`config.mk`:
```
export PLATFORM = sky130hd
export DESIGN_NAME = pipe_pwr_rate_ctrl_flat
export DESIGN_NICKNAME = d
export VERILOG_FILES = /design/src/rtl/pipe_pwr_rate_ctrl_pkg.sv /design/src/rtl/pipe_pwr_rate_ctrl_if.sv /design/src/rtl/pipe_pwr_rate_ctrl_timeout.sv /design/src/rtl/pipe_pwr_rate_ctrl.sv /design/src/flat_wrapper.sv
export SDC_FILE = /design/constraint.sdc
export NUM_CORES = 1
export LEC_CHECK = 0
export BUFFER_PORTS_ARGS = -buffer_cell sky130_fd_sc_hd__buf_4
export CORE_UTILIZATION = 30
export CTS_BUF_LIST = sky130_fd_sc_hd__clkbuf_16
export CTS_CLUSTER_DIAMETER = 100
export DETAILED_ROUTE_END_ITERATION = 10
export PLACE_DENSITY = 0.62
export REMOVE_ABC_BUFFERS = 1
export SLEW_MARGIN = 10
export SYNTH_ARGS = -nofsm -noshare
export SYNTH_HDL_FRONTEND = slang
export SYNTH_SLANG_ARGS = --single-unit
```
`constraint.sdc`:
```
create_clock -name clk -period 2.1 [get_ports clk]
set_input_delay 0.105 -clock clk [delete_from_list [all_inputs] [get_ports clk]]
set_output_delay 0.105 -clock clk [all_outputs]
set_load 0.01 [all_outputs]
```
`src/rtl/pipe_pwr_rate_ctrl_pkg.sv`:
```
// Shared types for the PIPE power/rate/detect sequencer.
// Provides power-state and command encodings, the receiver-present rx_status code
// and the sequencer state enum.
package pipe_pkg;

    // PIPE PowerDown encodings, as driven on the 4-bit power_down bus.
    typedef enum logic [3:0] {
        P0  = 4'd0,
        P0S = 4'd1,
        P1  = 4'd2,
        P2  = 4'd3
    } pipe_pd_t;

    // LTSSM command opcodes; OP_RSVD is always rejected.
    typedef enum logic [1:0] {
        OP_POWER  = 2'd0,
        OP_RATE   = 2'd1,
        OP_DETECT = 2'd2,
        OP_RSVD   = 2'd3
    } pipe_ctrl_op_t;

    // rx_status value reported by the PHY when a receiver was detected.
    localparam logic [2:0] RX_STATUS_RX_PRESENT = 3'b011;

    typedef enum logic [2:0] {
        ST_INIT,
        ST_IDLE,
        ST_PD_WAIT,
        ST_RATE_WAIT,
        ST_DET_WAIT,
        ST_RESP
    } pipe_ctrl_state_t;

    // States in which the controller is waiting on a phy_status completion.
    function automatic logic is_wait_state(input pipe_ctrl_state_t s);
        return (s == ST_PD_WAIT) || (s == ST_RATE_WAIT) || (s == ST_DET_WAIT);
    endfunction

endpackage

```
`src/rtl/pipe_pwr_rate_ctrl_if.sv`:
```
// LTSSM <-> sequencer command/response channel.
// Ports: req_valid/req_ready/req_op/req_arg (command), rsp_valid/rsp_err/rsp_rx_present
// (one-cycle completion). master = LTSSM side, slave = sequencer side.
interface pipe_pwr_rate_ctrl_if;

    logic       req_valid;
    logic       req_ready;
    logic [1:0] req_op;
    logic [3:0] req_arg;
    logic       rsp_valid;
    logic       rsp_err;
    logic       rsp_rx_present;

    modport master (
        output req_valid,
        output req_op,
        output req_arg,
        input  req_ready,
        input  rsp_valid,
        input  rsp_err,
        input  rsp_rx_present
    );

    modport slave (
        input  req_valid,
        input  req_op,
        input  req_arg,
        output req_ready,
        output rsp_valid,
        output rsp_err,
        output rsp_rx_present
    );

endinterface

```
`src/rtl/pipe_pwr_rate_ctrl_timeout.sv`:
```
// phy_status watchdog: loadable down-counter with clear and terminal-count flag.
// Ports: load presets TIMEOUT_CYCLES-1, en decrements, clear zeroes, tc = en and count is zero.
// Loaded on command accept, so tc fires on the TIMEOUT_CYCLES-th wait cycle.
module pipe_phy_timeout #(
    parameter int TIMEOUT_CYCLES = 1024
) (
    input  logic clk,
    input  logic reset,
    input  logic load,
    input  logic en,
    input  logic clear,
    output logic tc
);

    localparam int CW = $clog2(TIMEOUT_CYCLES);
    localparam logic [CW-1:0] LOAD_VAL = CW'(TIMEOUT_CYCLES - 1);

    logic [CW-1:0] cnt;

    always_ff @(posedge clk or posedge reset) begin
        if (reset) begin
            cnt <= '0;
        end else if (clear) begin
            cnt <= '0;
        end else if (load) begin
            cnt <= LOAD_VAL;
        end else if (en && (cnt != '0)) begin
            cnt <= cnt - CW'(1);
        end
    end

    assign tc = en && (cnt == '0);

endmodule

```
`src/rtl/pipe_pwr_rate_ctrl.sv`:
```
// MAC-side PIPE power-state / rate / receiver-detect sequencer.
// Latency: PHY command accept T -> PIPE change T+1 -> phy_status at S -> rsp_valid S+1;
// rejected or no-change commands respond at T+1. req_ready only in IDLE (one command in flight).
// Ports: clk/reset, ctrl (command/response interface, slave side), phy_ready,
// tx_elec_idle_in (MAC idle request), PIPE outputs power_down/rate/tx_detect_rx/tx_elec_idle,
// PIPE inputs phy_status/rx_status.
module pipe_pwr_rate_ctrl
    import pipe_pkg::*;
#(
    parameter int TIMEOUT_CYCLES = 1024,
    parameter int MAX_RATE       = 4
) (
    input  logic                 clk,
    input  logic                 reset,
    pipe_pwr_rate_ctrl_if.slave  ctrl,
    output logic                 phy_ready,
    input  logic [3:0]           tx_elec_idle_in,
    output logic [3:0]           power_down,
    output logic [3:0]           rate,
    output logic                 tx_detect_rx,
    output logic [3:0]           tx_elec_idle,
    input  logic                 phy_status,
    input  logic [2:0]           rx_status
);

    localparam logic [3:0] MAX_RATE_L = 4'(MAX_RATE);

    pipe_ctrl_state_t state_q, state_d;
    logic [3:0]       power_down_q, power_down_d;
    logic [3:0]       rate_q, rate_d;
    logic             tx_detect_rx_q, tx_detect_rx_d;
    logic             phy_ready_q, phy_ready_d;
    logic             err_q, err_d;
    logic             rx_present_q, rx_present_d;

    logic             tmr_load;
    logic             tmr_en;
    logic             tmr_clear;
    logic             tmr_tc;

    pipe_ctrl_op_t    op;
    logic [3:0]       arg;

    assign op  = pipe_ctrl_op_t'(ctrl.req_op);
    assign arg = ctrl.req_arg;

    pipe_phy_timeout #(
        .TIMEOUT_CYCLES (TIMEOUT_CYCLES)
    ) u_timeout (
        .clk   (clk),
        .reset (reset),
        .load  (tmr_load),
        .en    (tmr_en),
        .clear (tmr_clear),
        .tc    (tmr_tc)
    );

    always_ff @(posedge clk or posedge reset) begin
        if (reset) begin
            state_q        <= ST_INIT;
            power_down_q   <= P1;
            rate_q         <= 4'd0;
            tx_detect_rx_q <= 1'b0;
            phy_ready_q    <= 1'b0;
            err_q          <= 1'b0;
            rx_present_q   <= 1'b0;
        end else begin
            state_q        <= state_d;
            power_down_q   <= power_down_d;
            rate_q         <= rate_d;
            tx_detect_rx_q <= tx_detect_rx_d;
            phy_ready_q    <= phy_ready_d;
            err_q          <= err_d;
            rx_present_q   <= rx_present_d;
        end
    end

    always_comb begin
        state_d        = state_q;
        power_down_d   = power_down_q;
        rate_d         = rate_q;
        tx_detect_rx_d = tx_detect_rx_q;
        phy_ready_d    = phy_ready_q;
        err_d          = err_q;
        rx_present_d   = rx_present_q;
        tmr_load       = 1'b0;
        tmr_en         = 1'b0;
        tmr_clear      = 1'b0;

        case (state_q)
            // The PHY holds phy_status high until its PLL locks; one low sample releases us.
            ST_INIT: begin
                if (!phy_status) begin
                    phy_ready_d = 1'b1;
                    state_d     = ST_IDLE;
                end
            end

            // Every accepted command leaves IDLE; the default target is an immediate response.
            ST_IDLE: begin
                if (ctrl.req_valid) begin
                    state_d      = ST_RESP;
                    err_d        = 1'b0;
                    rx_present_d = 1'b0;
                    case (op)
                        OP_POWER: begin
                            if (arg > P2) begin
                                err_d = 1'b1;
                            end else if (arg != power_down_q) begin
                                power_down_d = arg;
                                tmr_load     = 1'b1;
                                state_d      = ST_PD_WAIT;
                            end
                        end
                        OP_RATE: begin
                            // Rate changes are only legal in P0 with the transmitter fully idle.
                            if ((arg > MAX_RATE_L) || (power_down_q != P0) ||
                                (tx_elec_idle_in != 4'hF)) begin
                                err_d = 1'b1;
                            end else if (arg != rate_q) begin
                                rate_d   = arg;
                                tmr_load = 1'b1;
                                state_d  = ST_RATE_WAIT;
                            end
                        end
                        OP_DETECT: begin
                            if (power_down_q != P1) begin
                                err_d = 1'b1;
                            end else begin
                                tx_detect_rx_d = 1'b1;
                                tmr_load       = 1'b1;
                                state_d        = ST_DET_WAIT;
                            end
                        end
                        default: begin
                            err_d = 1'b1;
                        end
                    endcase
                end
            end

            // phy_status is checked before the terminal count so a last-cycle completion wins.
            ST_PD_WAIT, ST_RATE_WAIT, ST_DET_WAIT: begin
                tmr_en = 1'b1;
                if (phy_status) begin
                    state_d        = ST_RESP;
                    err_d          = 1'b0;
                    tx_detect_rx_d = 1'b0;
                    rx_present_d   = (state_q == ST_DET_WAIT) &&
                                     (rx_status == RX_STATUS_RX_PRESENT);
                end else if (tmr_tc) begin
                    // The new power_down/rate value is left applied on timeout.
                    state_d        = ST_RESP;
                    err_d          = 1'b1;
                    tx_detect_rx_d = 1'b0;
                    rx_present_d   = 1'b0;
                end
            end

            ST_RESP: begin
                tmr_clear = 1'b1;
                state_d   = ST_IDLE;
            end

            default: begin
                state_d = ST_INIT;
            end
        endcase
    end

    assign ctrl.req_ready      = (state_q == ST_IDLE);
    assign ctrl.rsp_valid      = (state_q == ST_RESP);
    assign ctrl.rsp_err        = (state_q == ST_RESP) && err_q;
    assign ctrl.rsp_rx_present = (state_q == ST_RESP) && rx_present_q;

    assign phy_ready    = phy_ready_q;
    assign power_down   = power_down_q;
    assign rate         = rate_q;
    assign tx_detect_rx = tx_detect_rx_q;

    // Transmitter is forced idle outside P0 and throughout receiver detection.
    assign tx_elec_idle = ((power_down_q != P0) || (state_q == ST_DET_WAIT)) ?
                          4'hF : tx_elec_idle_in;

endmodule

```
`src/flat_wrapper.sv`:
```
// flat-port wrapper written by rule: the top's interface ports become plain ports
module pipe_pwr_rate_ctrl_flat import pipe_pkg::*;
#(
    parameter int TIMEOUT_CYCLES = 1024,
    parameter int MAX_RATE       = 4
)
  (clk, reset, phy_ready, tx_elec_idle_in, power_down, rate, tx_detect_rx, tx_elec_idle, phy_status, rx_status, ctrl_req_valid, ctrl_req_op, ctrl_req_arg, ctrl_req_ready, ctrl_rsp_valid, ctrl_rsp_err, ctrl_rsp_rx_present);
  pipe_pwr_rate_ctrl_if ctrl_i ();
  input  logic clk;
  input  logic reset;
  output logic phy_ready;
  input  logic [3:0] tx_elec_idle_in;
  output logic [3:0] power_down;
  output logic [3:0] rate;
  output logic tx_detect_rx;
  output logic [3:0] tx_elec_idle;
  input  logic phy_status;
  input  logic [2:0] rx_status;
  input wire logic [$bits(ctrl_i.req_valid)-1:0] ctrl_req_valid;
  input wire logic [$bits(ctrl_i.req_op)-1:0] ctrl_req_op;
  input wire logic [$bits(ctrl_i.req_arg)-1:0] ctrl_req_arg;
  output wire logic [$bits(ctrl_i.req_ready)-1:0] ctrl_req_ready;
  output wire logic [$bits(ctrl_i.rsp_valid)-1:0] ctrl_rsp_valid;
  output wire logic [$bits(ctrl_i.rsp_err)-1:0] ctrl_rsp_err;
  output wire logic [$bits(ctrl_i.rsp_rx_present)-1:0] ctrl_rsp_rx_present;
  assign ctrl_i.req_valid = ctrl_req_valid;
  assign ctrl_i.req_op = ctrl_req_op;
  assign ctrl_i.req_arg = ctrl_req_arg;
  assign ctrl_req_ready = ctrl_i.req_ready;
  assign ctrl_rsp_valid = ctrl_i.rsp_valid;
  assign ctrl_rsp_err = ctrl_i.rsp_err;
  assign ctrl_rsp_rx_present = ctrl_i.rsp_rx_present;
  pipe_pwr_rate_ctrl #(.TIMEOUT_CYCLES(TIMEOUT_CYCLES), .MAX_RATE(MAX_RATE)) u_core (.clk(clk), .reset(reset), .ctrl(ctrl_i), .phy_ready(phy_ready), .tx_elec_idle_in(tx_elec_idle_in), .power_down(power_down), .rate(rate), .tx_detect_rx(tx_detect_rx), .tx_elec_idle(tx_elec_idle), .phy_status(phy_status), .rx_status(rx_status));
endmodule
```
; ---- Word level (Yosys, flattened, before mapping)
; Cells that the tools add are included.
[totals]
input_bits = 17
out_inout_bits = 18
ff_bits = 25
wordCells = 95
[classes]
n_bitwise = 3
eq_ne = 17
n_addsub = 1
order_cmp = 2
n_mux = 42
n_reduce_logical = 22
[ops]
columns = cell, n
row1 = $mux 10, 3
row2 = $mux 3, 8
row3 = $mux 1, 23
row4 = $reduce_and 5->1, 3
row5 = $pmux 3 s4, 1
row6 = $logic_not 10->1, 1
row7 = $reduce_bool 10->1, 1
row8 = $sub 10x1->10 const B, 1
row9 = $eq 3x2->1 const B, 3
row10 = $pmux 3 s3, 1
row11 = $ne 4x4->1, 2
row12 = $eq 3x3->1 const B, 2
row13 = $ne 2x2->1 const B, 3
row14 = $pmux 1 s2, 3
row15 = $pmux 1 s3, 2
row16 = $reduce_and 3->1, 2
row17 = $logic_and 1x1->1, 5
row18 = $gt 4x2->1 const B, 1
row19 = $gt 4x3->1 const B, 1
row20 = $mux 4, 1
row21 = $ne 4x2->1 const B, 1
row22 = $ne 4x4->1 const B, 1
row23 = $reduce_bool 4->1, 1
row24 = $eq 3x1->1 const B, 1
row25 = 12 further kinds, 16

; ---- Logic depth before layout (Yosys ltp)
[depth]
depth_word = 9
depth_mapped = 8
mapped_depth_nobuf = 7

; ---- Modules after synthesis
; Synthesis repeated with hierarchy kept, for this count alone.
[unflattened]
cells_unflattened = 160
hier_area_um2 = 1587.8
[by_module_without_submodules]
columns = mod, seq_area_each_um2, n_inst, cells_per_inst, area_per_inst_um2
row1 = pipe_pwr_rate_ctrl, 376.6, 1, 101, 1021.0
row2 = pipe_phy_timeout, 250.2, 1, 59, 566.8

; ---- Worst setup path after synthesis
; Ideal clock, no wire load.
[synth_path]
path_type = reg2reg
start = reg u_core.u_timeout.cnt[5]
end = reg u_core.state_q[2]
required_ps = 2031
path_stages_with_launch = 6
synth_period_minus_slack_ps = 2050
n_path_buf = 0
path_slack_ps = 50
setup_ps = 69
arrival_ps = 1981
cell_sequence = dfrtp_1 > or4_4 > o32ai_4 > nor2_4 > or4b_1 > nand3_1
[synth_via]
elab_chain_len = 4
[synth_lines]
columns = item, line
row1 = "start, declared", pipe_pwr_rate_ctrl_timeout.sv:18  ; logic [CW-1:0] cnt;
row2 = "start signal, assigned", pipe_pwr_rate_ctrl_timeout.sv:28  ; cnt <= cnt - CW'(1);
row3 = $logic_not 10->1, pipe_pwr_rate_ctrl_timeout.sv:32  ; assign tc = en && (cnt == '0);
row4 = $logic_and 1x1->1, pipe_pwr_rate_ctrl_timeout.sv:32
row5 = $ne 3x2->1 (no line), --
row6 = $reduce_and 3->1 (no line), --
row7 = "end signal, assigned", pipe_pwr_rate_ctrl.sv:68  ; state_q <= state_d;
row8 = "end, declared", pipe_pwr_rate_ctrl.sv:28  ; pipe_ctrl_state_t state_q, state_d;
; No other way between the ends.
; A chain may end at the register's enable or synchronous reset.

; ---- Worst setup path after layout
[layout_path]
start = reg u_core.u_timeout.cnt[5]
end = reg u_core.u_timeout.cnt[8]
[layout_via]
elab_chain_len = 4
word_cells_on_any_way = 7
cone_classes = 1 x add/sub / 3 x mux / 3 x reduce/logical
[layout_lines]
columns = item, line
row1 = $sub 10x1->10, pipe_pwr_rate_ctrl_timeout.sv:28
row2 = $mux 10, pipe_pwr_rate_ctrl_timeout.sv:27  ; end else if (en && (cnt != '0)) begin
row3 = $mux 10, pipe_pwr_rate_ctrl_timeout.sv:25  ; end else if (load) begin
row4 = $mux 10, pipe_pwr_rate_ctrl_timeout.sv:23  ; end else if (clear) begin
; Several ways; a longest one is shown, not always the timed one. The select of a mux whose other input is x is not followed.

==> results <==
- The final setup violation count is 0.
- By count the netlist is led by dfrtp_1 (24), a21oi_1 (13), xnor2_1 (13), nand2_1 (11), nor2_1 (9).
- Setup repair after global routing left no endpoint under its margin.
- The per-cell routed wire length is 13.0 um.
- The number of synthesis warnings is 0.
- Sequential elements use 41.2% of the synthesized area.
- The main flop type after synthesis is dfrtp_1.
- Entering global routing, the biggest net connects 26 pins.
- The number of buffers inserted by post-CTS setup repair is 0.
- The maximum fanout count along the critical path is 4.
- For flop-to-flop paths, the worst setup slack is 70 ps.
- Among all stages on the critical path, the largest delay is contributed by or4_2.
- The hold violation total from the final report came to 0.
- The number of global-route vias before repair is 1299.
- In the routed layout, each cell is associated on average with a via count of 4.92.
- The worst path in the final design needs a cycle of 2030 ps, including I/O delays and setup.
- The total leakage power is 0.000915 uW.
- The critical path starts at u_core.u_timeout.cnt[5].
- The combinational share of power is 50.1%.
- The cell taking the most area after synthesis is dfrtp_1.
- The total area inside the core boundary comes to 4790 um^2.
- The tool flagged a number of max-cap violations equal to 0.
- The residual antenna-violating net count after detailed routing is 0.
- The switching power of the nets is 908 uW.
- The count of pins over their slew limit is 0.
- The total number of H-tree levels is 1.
- Hold timing on the final database bottoms out at a slack of 139 ps.
- The initial core utilization is 31.8%.
- The worst setup path is of the reg -> reg kind.
- Dividing total power by cell area gives a power density of 1170 nW/um^2.
- The die is 73.2 um wide.
- The number of enable flip-flop cells after synthesis is 0.
- IR analysis of the VDD net gives a maximum drop of 0.000433 V.
- The die height is 73.2 um.
- The path class of the tightest hold or removal check is in -> reg.
- Data arrives at the worst endpoint at 2150 ps.
- The transition time at the pin with the least slew margin is 559 ps.
- The count of boundary I/O pins is 35.
- Traced cell by cell, the critical path runs through or4_4 -> or4_2 -> mux2i_1 -> a21oi_1.
- The overall routing resource usage is 14.1%.
- Of all flip-flops after synthesis, the portion carrying an async set or reset was 100%.
- The worst slew margin relative to its limit is 62.4%.
- The internal power component is 1460 uW.
- For the worst setup path, the data required time is 2220 ps.
- The clock transition at the registers of the reported paths is 60 ps.
- Across the whole layout, storage elements account for 627 um^2.
- The critical path contains buffers and inverters numbering 0 combined.
- The clock buffer count from CTS is 3.
- The synthesized cell area is 1520 um^2.
- The die covers 5360 um^2.
- The count of unique library cells instantiated by Yosys is 43.
- After detailed placement, the design holds a cell count of 266.
- The capture instance of the worst register-to-register path is u_core.u_timeout.cnt[8].
- The mean post-synth cell area is 9.69 um^2.
- The flip-flop and latch count after synthesis is 25.
- The logic depth of the worst path, buffers included is 4.
- Measured on the finished design, the core utilization comes to 42.5%.
- The final-layout fill cell count is 492.
- STA classifies the critical path endpoint as a flip-flop.
- The number of buffers on the longest clock path is 2.
- The tree is rooted in a clkbuf_16.
- Summing all multi-input logic gate instances after layout gives 868 um^2.
- After detailed routing, the number of remaining DRC violations is 0.
- The TritonCTS clock tree is done.
- For the worst-skew pair, the clock arrives at the later sink with an insertion delay of 260 ps.
- Yosys instantiated no cell more often than dfrtp_1.
- The net switching fraction of the power is 38.3%.
- The congestion estimate from routability-driven global placement came to 0.797.
- The number of port buffers is 34.
- The gate family responsible for the most delay along the worst path is simple AND/OR/NAND/NOR gates.
- The upper clock frequency limit is 492 MHz.
- The first global-routing pass estimated 5910 um of wire.
- By area the synthesized netlist is led by dfrtp_1 (39%), xnor2_1 (7.5%), mux2_2 (4.4%).
- Once detailed placement completed, the half-perimeter wirelength came to 2710 um.
- For this run, the detailed router's first-pass iteration total came to 4.
- The DRC marker count from the first detailed-route iteration is 56.
- On the worst path, the slowest cell contributes a delay of 640 ps.
- In this run, the clock network consumes 17.8% of the power.
- Across all layers, the routed design uses 1333 vias.
- The antenna diode instance count is 0.
- The logic depth of the worst register-to-register path is 4.
- The number of antenna violations at the first check in global routing was 0.
- The number of rows created at floorplan is 25.
- The worst path uses 96.8% of the clock period.
- The reg-to-reg critical path startpoint is u_core.u_timeout.cnt[5].
- After technology mapping, the gate count stands at 157.
- Of the cells placed in the final design, the portion with a size suffix greater than 1 is 35.8%.
- Setup total negative slack on the finished layout was measured at 0 ps.
- Across the routed clock network, the largest skew measured is 4.21 ps.
- The final cell count without fillers is 271.
- For this design, the sink count on the clock tree is 25.
- The number of nets in the layout is 224.
- The total overflow reported by the global router is 0.
- The total wirelength of the detailed-routed design is 3510 um.
- The run finished with clean final reports.
- The worst setup path is launched from a flip-flop.
- The endpoint of the worst setup timing path is u_core.u_timeout.cnt[8].
- Compared with the post-synthesis result, the final layout area differs by 33.6%.
- The relative contribution of sequential cells to total power is 32.1%.
- The fraction of post-synthesis cell area in the top cell type by area is 39.5%.
timing repair:
| item | CTS | global route |
|---|---|---|
| hold buffers | 1 | 0 |
| hold endpoints to repair | 24 | 0 |
| setup endpoints to repair | 0 | 10 |
| gates resized for setup | 0 | 3 |
routing by layer:
metal | share of wire [%] | wire length (um) | vias up | global-route usage (%)
li1 | - | - | 664 | -
met2 | 49 | 1720 | 27 | 24.4
met5 | 0 | 0 | - | 0
met1 | 47 | 1650 | 638 | 18.4
met4 | 0.74 | 26 | 0 | 1.96
met3 | 3.5 | 122 | 4 | 3.18
cell families (layout without fill, tap and decap cells):
group	Yosys count	count (layout)	share of synthesized area (%)
AOI/OAI and AO/OA	36	36	16.3
xor gates and xnor gates	13	13	7.48
adders and majority gates	2	2	1.64
buffers and inverters	10	57	2.71
DFF	25	25	41.2
muxes	9	9	6.41
and+or+nand+nor	62	62	24.3
power groups by stage:
| stage | Sequential [uW] | Combinational (uW) | Clock [uW] |
|---|---|---|---|
| after floorplan | 753 | 760 | 0 |
| after global placement | 763 | 1170 | 0 |
| after detailed placement | 765 | 1180 | 0 |
| after CTS | 754 | 1190 | 434 |
| after global routing | 782 | 1310 | 458 |
| final | 761 | 1190 | 421 |
cell usage in the layout, fill, tap and decap left out, types with 2 or more instances in the layout:
| cell | n |
|---|---|
| a21o_1 | 3 |
| a21oi_1 | 13 |
| a31oi_1 | 2 |
| a41oi_1 | 2 |
| and2_1 | 2 |
| buf_4 | 45 |
| clkbuf_16 | 3 |
| dfrtp_1 | 24 |
| ha_1 | 2 |
| inv_1 | 7 |
| mux2_2 | 6 |
| mux2i_1 | 3 |
| nand2_1 | 11 |
| nand2b_1 | 2 |
| nand3_1 | 2 |
| nand4b_1 | 2 |
| nor2_1 | 9 |
| nor2b_1 | 5 |
| nor3_1 | 6 |
| nor4_1 | 2 |
| o21a_1 | 2 |
| o21ai_0 | 7 |
| o22ai_1 | 2 |
| or2_2 | 5 |
| or3_1 | 2 |
| or3_2 | 2 |
| or4_1 | 2 |
| xnor2_1 | 13 |
sequential cells by signal, summed over array words and instances (netlist names):
register,cells
u_core.u_timeout.cnt,10
u_core.state_q,3
u_core.phy_ready,1
u_core.err_q,1
u_core.rx_present_q,1
u_core.rate,4
u_core.tx_detect_rx,1
u_core.power_down,4
how the worst min path moves through the flow:
stage	start	endpoint	slack, ps	cells after the start
after floorplan	reset	u_core.err_q	130	1
after global placement	reset	u_core.power_down[2]	190	3
after detailed placement	reset	u_core.power_down[2]	190	3
after CTS	ctrl_req_arg[1]	u_core.rate[1]	140	2
after global routing	ctrl_req_arg[1]	u_core.rate[1]	140	2
final	rx_status[2]	u_core.rx_present_q	140	3
through the flow:
stage	instance area (um^2)	power, uW	setup WS (ps)
after floorplan	1510	1510	49.6
after global placement	1930	1930	108
after detailed placement	1930	1950	90.9
after CTS	2020	2380	74.2
after global routing	2030	2550	2.42
final	2030	2370	68.0
cell type report:
| cell class | instances | area share [%] |
|---|---|---|
| multi-input cells | 122 | 42.7 |
| clock inverters | 1 | 0.246 |
| inverters | 7 | 1.29 |
| flip-flops and latches | 25 | 30.8 |
| repair buffers | 46 | 17.1 |
| well taps | 67 | 4.12 |
| clock buffers | 3 | 3.69 |
worst register-to-register path, stage by stage, from the launching register on:
cell	delay, ps
dfrtp_1	410
or4_4	580
or4_2	640
mux2i_1	180
a21oi_1	80
No activity file was read; power rests on OpenSTA's default activity.
